## src/rtl/ro_puf_pkg.sv

```systemverilog
// ro_puf_pkg: shared FSM state encoding and constants for the RO-PUF response generator
package ro_puf_pkg;
  localparam int CLEAR_CYCLES = 2;
  localparam int CNT_W = 8;
  typedef enum logic [2:0] {
    IDLE,
    CLEAR,
    COUNT,
    SETTLE,
    COMPARE,
    DONE
  } state_t;
endpackage

```

## src/rtl/ro_puf_phase_timer.sv

```systemverilog
// ro_puf_phase_timer: loadable down-counter whose done pulse marks the last cycle of a phase
module ro_puf_phase_timer #(
  parameter int W = 8
) (
  input  logic         clk,
  input  logic         rst,
  input  logic         load,
  input  logic [W-1:0] load_val,
  output logic         done
);
  logic [W-1:0] r_cnt;
  logic         r_run;
  assign done = r_run && (r_cnt == '0);
  // load starts a phase of load_val+1 cycles; done fires once on its final cycle
  always_ff @(posedge clk) begin
    if (rst) begin
      r_cnt <= '0;
      r_run <= 1'b0;
    end else if (load) begin
      r_cnt <= load_val;
      r_run <= 1'b1;
    end else if (done) begin
      r_run <= 1'b0;
    end else if (r_run) begin
      r_cnt <= r_cnt - W'(1);
    end
  end
endmodule

```

## src/rtl/ro_puf_response_gen.sv

```systemverilog
// ro_puf_response_gen: sequences RO-pair measurements into a response word; RO_PUF_TIE_FLAG_EN adds tie_mask
module ro_puf_response_gen
  import ro_puf_pkg::*;
#(
  parameter int CHAL_W        = 8,
  parameter int RESP_BITS     = 8,
  parameter int WINDOW_CYCLES = 1024,
  parameter int SETTLE_CYCLES = 4
) (
  input  logic                 clk,
  input  logic                 rst,
  input  logic                 start,
  input  logic [CHAL_W-1:0]    challenge,
  output logic [CHAL_W-1:0]    ro_sel,
  output logic                 cnt_rst,
  output logic                 cnt_en,
  input  logic [CNT_W-1:0]     count_a,
  input  logic [CNT_W-1:0]     count_b,
  output logic [RESP_BITS-1:0] response,
`ifdef RO_PUF_TIE_FLAG_EN
  output logic [RESP_BITS-1:0] tie_mask,
`endif
  output logic                 resp_valid,
  input  logic                 resp_ready,
  output logic                 busy
);
  localparam int IW = (RESP_BITS > 1) ? $clog2(RESP_BITS) : 1;
  localparam int TW = $clog2(CLEAR_CYCLES + WINDOW_CYCLES + SETTLE_CYCLES);

  state_t          r_state, w_nxt;
  logic [IW-1:0]   r_bit_idx, w_idx_nxt;
  logic [CHAL_W-1:0] r_chal;
  logic            w_last, w_done, w_load, w_accept;
  logic [TW-1:0]   w_load_val;

  assign w_last    = (r_bit_idx == IW'(RESP_BITS - 1));
  assign w_idx_nxt = r_bit_idx + IW'(1);
  assign w_accept  = (r_state == IDLE) && start;

  ro_puf_phase_timer #(.W(TW)) u_timer (
    .clk      (clk),
    .rst      (rst),
    .load     (w_load),
    .load_val (w_load_val),
    .done     (w_done)
  );

  // next-state logic; each timed phase loads the timer with its length minus one on entry
  always_comb begin
    w_nxt      = r_state;
    w_load     = 1'b0;
    w_load_val = '0;
    case (r_state)
      IDLE: if (start) begin
        w_nxt      = CLEAR;
        w_load     = 1'b1;
        w_load_val = TW'(CLEAR_CYCLES - 1);
      end
      CLEAR: if (w_done) begin
        w_nxt      = COUNT;
        w_load     = 1'b1;
        w_load_val = TW'(WINDOW_CYCLES - 1);
      end
      COUNT: if (w_done) begin
        w_nxt      = SETTLE;
        w_load     = 1'b1;
        w_load_val = TW'(SETTLE_CYCLES - 1);
      end
      SETTLE: if (w_done) w_nxt = COMPARE;
      COMPARE: if (w_last) begin
        w_nxt = DONE;
      end else begin
        w_nxt      = CLEAR;
        w_load     = 1'b1;
        w_load_val = TW'(CLEAR_CYCLES - 1);
      end
      DONE: if (resp_ready) w_nxt = IDLE;
      default: w_nxt = IDLE;
    endcase
  end

  // state register with control outputs registered from the next state so they align with it
  always_ff @(posedge clk) begin
    if (rst) begin
      r_state    <= IDLE;
      cnt_rst    <= 1'b1;
      cnt_en     <= 1'b0;
      resp_valid <= 1'b0;
      busy       <= 1'b0;
    end else begin
      r_state    <= w_nxt;
      cnt_rst    <= (w_nxt == CLEAR);
      cnt_en     <= (w_nxt == COUNT);
      resp_valid <= (w_nxt == DONE);
      busy       <= (w_nxt != IDLE);
    end
  end

  // challenge latch, bit index, oscillator select and response accumulation
  always_ff @(posedge clk) begin
    if (rst) begin
      r_chal    <= '0;
      r_bit_idx <= '0;
      ro_sel    <= '0;
      response  <= '0;
    end else if (w_accept) begin
      r_chal    <= challenge;
      r_bit_idx <= '0;
      ro_sel    <= challenge;
      response  <= '0;
    end else if (r_state == COMPARE) begin
      response[r_bit_idx] <= (count_a > count_b);
      if (!w_last) begin
        r_bit_idx <= w_idx_nxt;
        ro_sel    <= r_chal + CHAL_W'(w_idx_nxt);
      end
    end
  end

`ifdef RO_PUF_TIE_FLAG_EN
  // tie flags recorded alongside each response bit
  always_ff @(posedge clk) begin
    if (rst || w_accept) tie_mask <= '0;
    else if (r_state == COMPARE) tie_mask[r_bit_idx] <= (count_a == count_b);
  end
`endif
endmodule
```

## config.mk

```make
export PLATFORM = sky130hd
export DESIGN_NAME = ro_puf_response_gen
export DESIGN_NICKNAME = d
export VERILOG_FILES = /design/src/rtl/ro_puf_pkg.sv /design/src/rtl/ro_puf_phase_timer.sv /design/src/rtl/ro_puf_response_gen.sv
export SDC_FILE = /design/constraint.sdc
export NUM_CORES = 1
export LEC_CHECK = 0
export CAP_MARGIN = 10
export CORE_MARGIN = 4
export CORE_UTILIZATION = 52
export CTS_CLUSTER_DIAMETER = 120
export DETAILED_ROUTE_END_ITERATION = 6
export PLACE_DENSITY = 0.79
export SYNTH_ARGS = -nofsm -noshare
export SYNTH_HDL_FRONTEND = slang
export SYNTH_SLANG_ARGS = --single-unit
export TNS_END_PERCENT = 5
```

## constraint.sdc

```tcl
create_clock -name clk -period 3 [get_ports clk]
set_clock_uncertainty 0.1 [all_clocks]
set_input_delay 0.9 -clock clk [delete_from_list [all_inputs] [get_ports clk]]
set_output_delay 0.9 -clock clk [all_outputs]
set_load 0.03 [all_outputs]
```

==> impl_results.md, run 1 <==
- Max frequency: between 0.3 and 0.4 GHz
- Seq cells post-synth: 46
- Hold crit path type: reg -> reg
- Die Span X: 79.0 µm
- Post-route ant nets: 0
- Crit-path max cell delay: 0.52 ns
- Ant diodes: 0
- Yosys warning count: 0
- Critical path capture point type: register
- Critical setup path kind: in -> reg
- Unrepaired setup endpoints after global routing: false
- Relative slew slack: 60.4%
- Mean Syn Cell Area: 8.50 µm²
- Most frequent cells in the layout: 47 x clkdlybuf4s50_1, 46 x dfxtp_1, 42 x nand2_1, 23 x inv_1, 22 x a21oi_1
- Critical path required time: 3.15 ns
- Cells after synthesis: 308
- LEAKAGE: about 1.3 nW
- CTS resizes: 0
- Max clock buf depth: 2
- Worst slew pin tran: 0.592 ns
- Initial antenna violation count: 0
- Crit Reg-Reg Startpoint: u_timer.r_cnt[0]$_SDFFE_PP0P_
- Via count: approximately 2,300
- H-tree depth: 2
- First-pass GRT wire length: 9.48 mm
- Wire per inst: 13.4 µm
- Slew Viols, Final: 0
- Stages on worst setup path: 5
- End of the worst hold path: ro_sel[4]$_SDFFE_PP0P_
- Synthesized area: 0.00262 mm²
- Port Buffers: 47
- Ys flop type: dfxtp_1
- Fillers: 415
- Net count after synthesis: 352
- Pre-CTS setup slack: between 0.15 and 0.2 ns
- R2R setup slack: between 0.5 and 0.6 ns
- Via/cell ratio: 5.33
- Top Family by Delay on Critical Path: buffers and inverters
- Hold Path Cell Cnt: 2
- PnR worst setup slack: 0.466 ns
- Final wirelength: 5.70 mm
- Die H: 79.0 µm
- Endpoints failing hold: 0
- Worst R2R Path Depth: 6
- I/O pin cnt: 48
- Synth unique cells: 57
- Initial core utilization: between 50% and 60%
- Clock Pin Slew Worst Setup and Hold Paths: 0.09 ns
- Final setup fails: 0
- Sequential cell area fraction in the yosys report: 35.2%
- Core ar.: 0.00479 mm²
- GR Overflow Total: 0
- Post-CTS Setup Inserts: 0
- Largest net degree at the start of global routing: 36
- Global Route Usage Sum: 18.9%
- R2R Path End: u_timer.r_cnt[2]$_SDFFE_PP0P_
- DR DRC count: 0
- Clk root buf: clkbuf_8
- Setup TNS: 0 ns
- Final min period: roughly 2.5 ns
- TritonCTS Buffers: 5
- Final RePlAce weighted congestion: 0.849
- Pre-antenna DRT Iters: 4
- EDFF count, synth: 0
- Net count, final: 400
- PwrDens: 512 mW/mm²
- Worst vdd ir: 307 µV
- Status: completed
- Slowest cell on the critical path: clkdlybuf4s50_1
- Buf+Inv Stages, Crit Path: 2
- Area delta synth->final: 25.0%
- Worst-Skew Late Latency: 0.30 ns
- Period utilization: a little over four fifths
- Layout cells sized above 1: 11.2%
- Clk sink count: 46
- Dpl hpwl: 4.25 mm
- Most common cell after layout, fill and taps aside: clkdlybuf4s50_1
- Max cap viols: 0
- Die area: 0.00623 mm²
- Arrival time worst endpoint: 2.68 ns
- Rows: 25
- Hold Path Origin: ro_sel[4]$_SDFFE_PP0P_
- Asr flop ratio synth: 0%
- CP Cell Sequence: clkdlybuf4s50_1 -> or4b_1 -> buf_4 -> a2111oi_0 -> a31o_1
- # hold bufs at CTS: 0
- Crit path launch type: primary input
- Crit Path Max Fanout: 18
- CTS tree: done
- Number of global-route vias before repair: about 2,200
- DR iter-0 viols: 97
==> metrics by stage <==
stage               hold slack [ns]  instance area [µm²]  utilization (%)  std cells  total power [W]
detailed placement            0.346                 3160             66.0        416          0.00122
global placement              0.347                 3160             66.0        416          0.00121
CTS                           0.363                 3270             68.4        424          0.00170
floorplan                     0.340                 2620                -        308          0.00110
global route                  0.378                 3270             68.4        424          0.00178
finish                        0.359                 3270             68.4        424          0.00168
==> cell families (layout without fill, tap and decap cells) <==
kind of cell | Yosys count | in the layout | synth area share [%]
compound gates | 69 | 69 | 19.7
xor+xnor | 11 | 11 | 3.68
fa+ha+maj | 16 | 16 | 7.94
buf+inv | 37 | 86 | 6.02
flops | 46 | 46 | 35.2
mux | 7 | 7 | 2.77
simple gates | 122 | 122 | 24.7
==> sequential cells by signal, summed over array words and instances (netlist names) <==
name           count
busy               1
u_timer.r_cnt     11
response           8
r_chal             8
cnt_rst            1
r_state            3
ro_sel             8
cnt_en             1
u_timer.r_run      1
resp_valid         1
r_bit_idx          3
==> power breakdown <==
part / leakage [nW] / switching (W) / total (W) / internal (W)
combinational: 0.876 / 0.000275 / 0.000497 / 0.000222
sequential: 0.376 / 0.0000513 / 0.000711 / 0.000660
clock: 0.0585 / 0.000219 / 0.000469 / 0.000250
==> layer usage <==
metal	vias to the layer above	share of wire (%)	global-route usage, %
met5	-	0	0
met4	0	0.42	5.84
met3	2	3.6	3.74
met2	47	51	34.2
met1	1022	45	22.4
li1	1188	-	-
==> worst register-to-register path, stage by stage, from the launching register on <==
cell      delay [ns]
dfxtp_1         0.31
inv_1           0.11
ha_1            0.15
or4b_4          0.53
o31ai_2         0.42
and3_1          0.57
a221oi_2        0.14
==> cells in the mapped netlist, types with 6 or more instances <==
library cell | n | area (µm²)
nand2_1 | 42 | 158
or3_1 | 6 | 37.5
a21oi_1 | 22 | 110
nor3_1 | 8 | 40.0
inv_1 | 23 | 86.3
a221oi_2 | 8 | 120
o21ai_0 | 9 | 45.0
clkbuf_1 | 7 | 26.3
dfxtp_1 | 46 | 921
xor2_1 | 6 | 52.6
ha_1 | 15 | 188
nand3_1 | 15 | 75.1
nor2_1 | 19 | 71.3
nor2b_1 | 6 | 37.5
==> worst max path at each step <==
stage | endpoint | start
floorplan | response[0]$_SDFFE_PP0P_ | count_b[5]
global placement | ro_sel[6]$_SDFFE_PP0P_ | start
detailed placement | ro_sel[6]$_SDFFE_PP0P_ | start
CTS | ro_sel[6]$_SDFFE_PP0P_ | start
global route | response[4]$_SDFFE_PP0P_ | start
finish | ro_sel[6]$_SDFFE_PP0P_ | start
==> area by class of cell <==
type / count / area [µm²] / area share [%]
Inverter: 23 / 86.3 / 2.64
Tap cell: 67 / 83.8 / 2.56
Sequential cell: 46 / 921 / 28.1
Multi-Input combinational cell: 225 / 1540 / 47.0
Timing Repair Buffer: 55 / 531 / 16.2
Clock inverter: 3 / 43.8 / 1.34
Clock buffer: 5 / 68.8 / 2.10
Power figures use the tool's default switching activity.
==> run 2, diff against run 1 <==
--- a/config.mk
+++ b/config.mk
@@ -7,10 +7,10 @@
 export LEC_CHECK = 0
 export CAP_MARGIN = 10
 export CORE_MARGIN = 4
-export CORE_UTILIZATION = 52
+export CORE_UTILIZATION = 47
 export CTS_CLUSTER_DIAMETER = 120
 export DETAILED_ROUTE_END_ITERATION = 6
-export PLACE_DENSITY = 0.79
+export PLACE_DENSITY = 0.76
 export SYNTH_ARGS = -nofsm -noshare
 export SYNTH_HDL_FRONTEND = slang
 export SYNTH_SLANG_ARGS = --single-unit
==> constraint.sdc (replaced) <==
create_clock -name clk -period 2.15 [get_ports clk]
set_clock_uncertainty 0.1 [all_clocks]
set_input_delay 0.645 -clock clk [delete_from_list [all_inputs] [get_ports clk]]
set_output_delay 0.645 -clock clk [all_outputs]
set_load 0.03 [all_outputs]
==> run 2 against run 1 <==
The run now ends with setup timing left. First-iteration DRC count increased by 10%. Count of clock-buffer cells in the layout rose by 2. Die area grew 9.5%. Core utilization up 1.7 points. Hold slack better by 0.0024 ns. Total power increased by 47%.
==> impl_results.md, run 2 (synthesis results as in run 1) <==
- Slew Viols, Final: 0 (unchanged)
- Worst slew pin tran: 0.410 ns (was 0.592 ns)
- DR iter-0 viols: 107 (was 97)
- PnR worst setup slack: -0.0915 ns (was 0.466 ns)
- Initial antenna violation count: 0 (unchanged)
- Crit path launch type: register (was primary input)
- Global Route Usage Sum: 19.9% (was 18.9%)
- Critical setup path kind: reg -> reg (was in -> reg)
- Met1 usage: 22.7% (was 22.4%)
- Final min period: about 2.2 ns
- Via/cell ratio: 5.41 (was 5.33)
- GR Util met3: 5.31% (was 3.74%)
- DR DRC count: 0 (unchanged)
- Most frequent cells in the layout: 44 x dfxtp_1, 44 x buf_4, 42 x nand2_1, 42 x clkdlybuf4s50_1, 20 x a21oi_1 (was 47 x clkdlybuf4s50_1, 46 x dfxtp_1, 42 x nand2_1, 23 x inv_1, 22 x a21oi_1)
- CP Cell Sequence: inv_2 -> ha_4 -> or4b_4 -> buf_6 -> nor3_4 -> o31ai_2 -> a21o_2 -> a221oi_2 (was clkdlybuf4s50_1 -> or4b_1 -> buf_4 -> a2111oi_0 -> a31o_1)
- TritonCTS Buffers: 5 (unchanged)
- Rows: 26 (was 25)
- Net count, final: 438 (was 400)
- Critical path capture point type: register (unchanged)
- H-tree depth: 2 (unchanged)
- Clk root buf: clkbuf_8 (unchanged)
- Clock Pin Slew Worst Setup and Hold Paths: 0.09 ns (about the same)
- Critical path required time: 2.27 ns (was 3.15 ns)
- Number of global-route vias before repair: 2,431 (was 2,205)
- Arrival time worst endpoint: 2.37 ns (was 2.68 ns)
- Worst vdd ir: 411 µV (was 307 µV)
- Crit-path max cell delay: 0.50 ns (was 0.52 ns)
- CTS tree: done (unchanged)
- Slowest cell on the critical path: or4b_4 (was clkdlybuf4s50_1)
- Port Buffers: 47 (unchanged)
- Pre-CTS setup slack: -0.390 ns (was 0.186 ns)
- Endpoints failing hold: 0 (unchanged)
- First-pass GRT wire length: 10.6 mm (was 9.48 mm)
- I/O pin cnt: 48 (unchanged)
- Initial core utilization: 50.0% (was 54.7%)
- Wire per inst: 13.9 µm (was 13.4 µm)
- Period utilization: 104%
- Failing checks: setup timing
- Core ar.: 0.00524 mm² (was 0.00479 mm²)
- Final RePlAce weighted congestion: 0.765 (was 0.849)
- Placed cells: 452 (was 416)
- Relative slew slack: 72.5% (was 60.4%)
- Post-DP Area: 0.00342 mm² (was 0.00316 mm²)
- Status: finished, violations left (was completed)
- Unrepaired setup endpoints after global routing: true (was false)
- GR Overflow Total: 0 (unchanged)
- Final wirelength: 6.45 mm (was 5.70 mm)
- Die H: 82.6 µm (was 79.0 µm)
- GR Util met2: 35.6% (was 34.2%)
- Area delta synth->final: 40.2% (was 25.0%)
- Die area: 0.00683 mm² (was 0.00623 mm²)
- Layout cells sized above 1: 24.6% (was 11.2%)
- Post-route ant nets: 0 (unchanged)
- Via count: 2,517 (was 2,259)
- Final non-filler cell area: 0.00367 mm² (was 0.00327 mm²)
- Max frequency: 0.446 GHz
- Die Span X: 82.6 µm (was 79.0 µm)
- Largest net degree at the start of global routing: 36 (unchanged)
- Dpl hpwl: 4.52 mm (was 4.25 mm)
- Max clock buf depth: 2 (unchanged)
- Worst-Skew Late Latency: 0.30 ns (about the same)
- Final setup fails: 12 (was 0)
- Global route hottest layer: met2 (unchanged)
- Ant diodes: 0 (unchanged)
- Pre-antenna DRT Iters: 4 (unchanged)
- Top reg by flops: u_timer.r_cnt (unchanged)
- PwrDens: 671 mW/mm² (was 512 mW/mm²)
- Max cap viols: 0 (unchanged)
- Final Instance Count excl. Fillers: 465 (was 424)
- Hold crit path type: reg -> reg (unchanged)
- Largest register FFs: 11 (unchanged)
- Tot Pwr: 0.00246 W (was 0.00168 W)
- Clk sink count: 46 (unchanged)
- Crit Path Max Fanout: 8 (was 18)
- LEAKAGE: 1.55 nW (was 1.31 nW)
run 2: power breakdown:
part,internal (W),switching (W)
registers,0.000922,0.0000482
clock network,0.000260,0.000298
logic,0.000455,0.000479
total,0.00164,0.000826
run 2: final cells by class:
type / count / area (µm²)
Multi-Input combinational cell: 225 / 1640
Fill cell: 408 / 1570
Sequential cell: 46 / 923
Timing Repair Buffer: 93 / 845
Tap cell: 70 / 87.6
Clock buffer: 7 / 86.3
Inverter: 23 / 86.3
Clock inverter: 1 / 5.00
run 2: path summary, 6_finish.rpt:
path,start,end,slack (ns),depth (start not counted)
setup / recovery,u_timer.r_cnt[1]$_SDFFE_PP0P_,u_timer.r_cnt[9]$_SDFFE_PP0P_,-0.09,8
hold / removal,ro_sel[4]$_SDFFE_PP0P_,ro_sel[4]$_SDFFE_PP0P_,0.36,2
setup reg to reg,u_timer.r_cnt[1]$_SDFFE_PP0P_,u_timer.r_cnt[9]$_SDFFE_PP0P_,-0.09,8
hold reg to reg,ro_sel[4]$_SDFFE_PP0P_,ro_sel[4]$_SDFFE_PP0P_,0.36,2
run 2: timing repair:
item / CTS / global route
pin swaps: 5 / 8
resized for setup: 10 / 22
hold buffers: 0 / 0
setup buffers: 3 / 2
endpoints found under the setup margin: 24 / 34
run 2: metrics by stage:
step                      TNS, ns  hold slack, ns  utilization (%)
final                      -0.817           0.361             70.1
after global routing        -2.13           0.377             70.1
after CTS                  -0.786           0.361             68.1
after detailed placement   -10.48           0.346             65.4
after global placement      -9.95           0.348             65.4
after floorplan           -0.0667           0.340                -
run 2: critical path, delay by kind of cell (launching register included):
kind | cells | cell delay [ns]
DFF | 1 | 0.33
adders and majority gates | 1 | 0.12
AOI/OAI and AO/OA | 3 | 0.66
and+or+nand+nor | 2 | 0.72
buffers and inverters | 2 | 0.23
run 2: per-layer routing:
layer | up-vias | share of wire [%]
met5 | - | 0
li1 | 1275 | -
met3 | 14 | 4.7
met4 | 0 | 1.9
met1 | 1160 | 44
met2 | 68 | 50
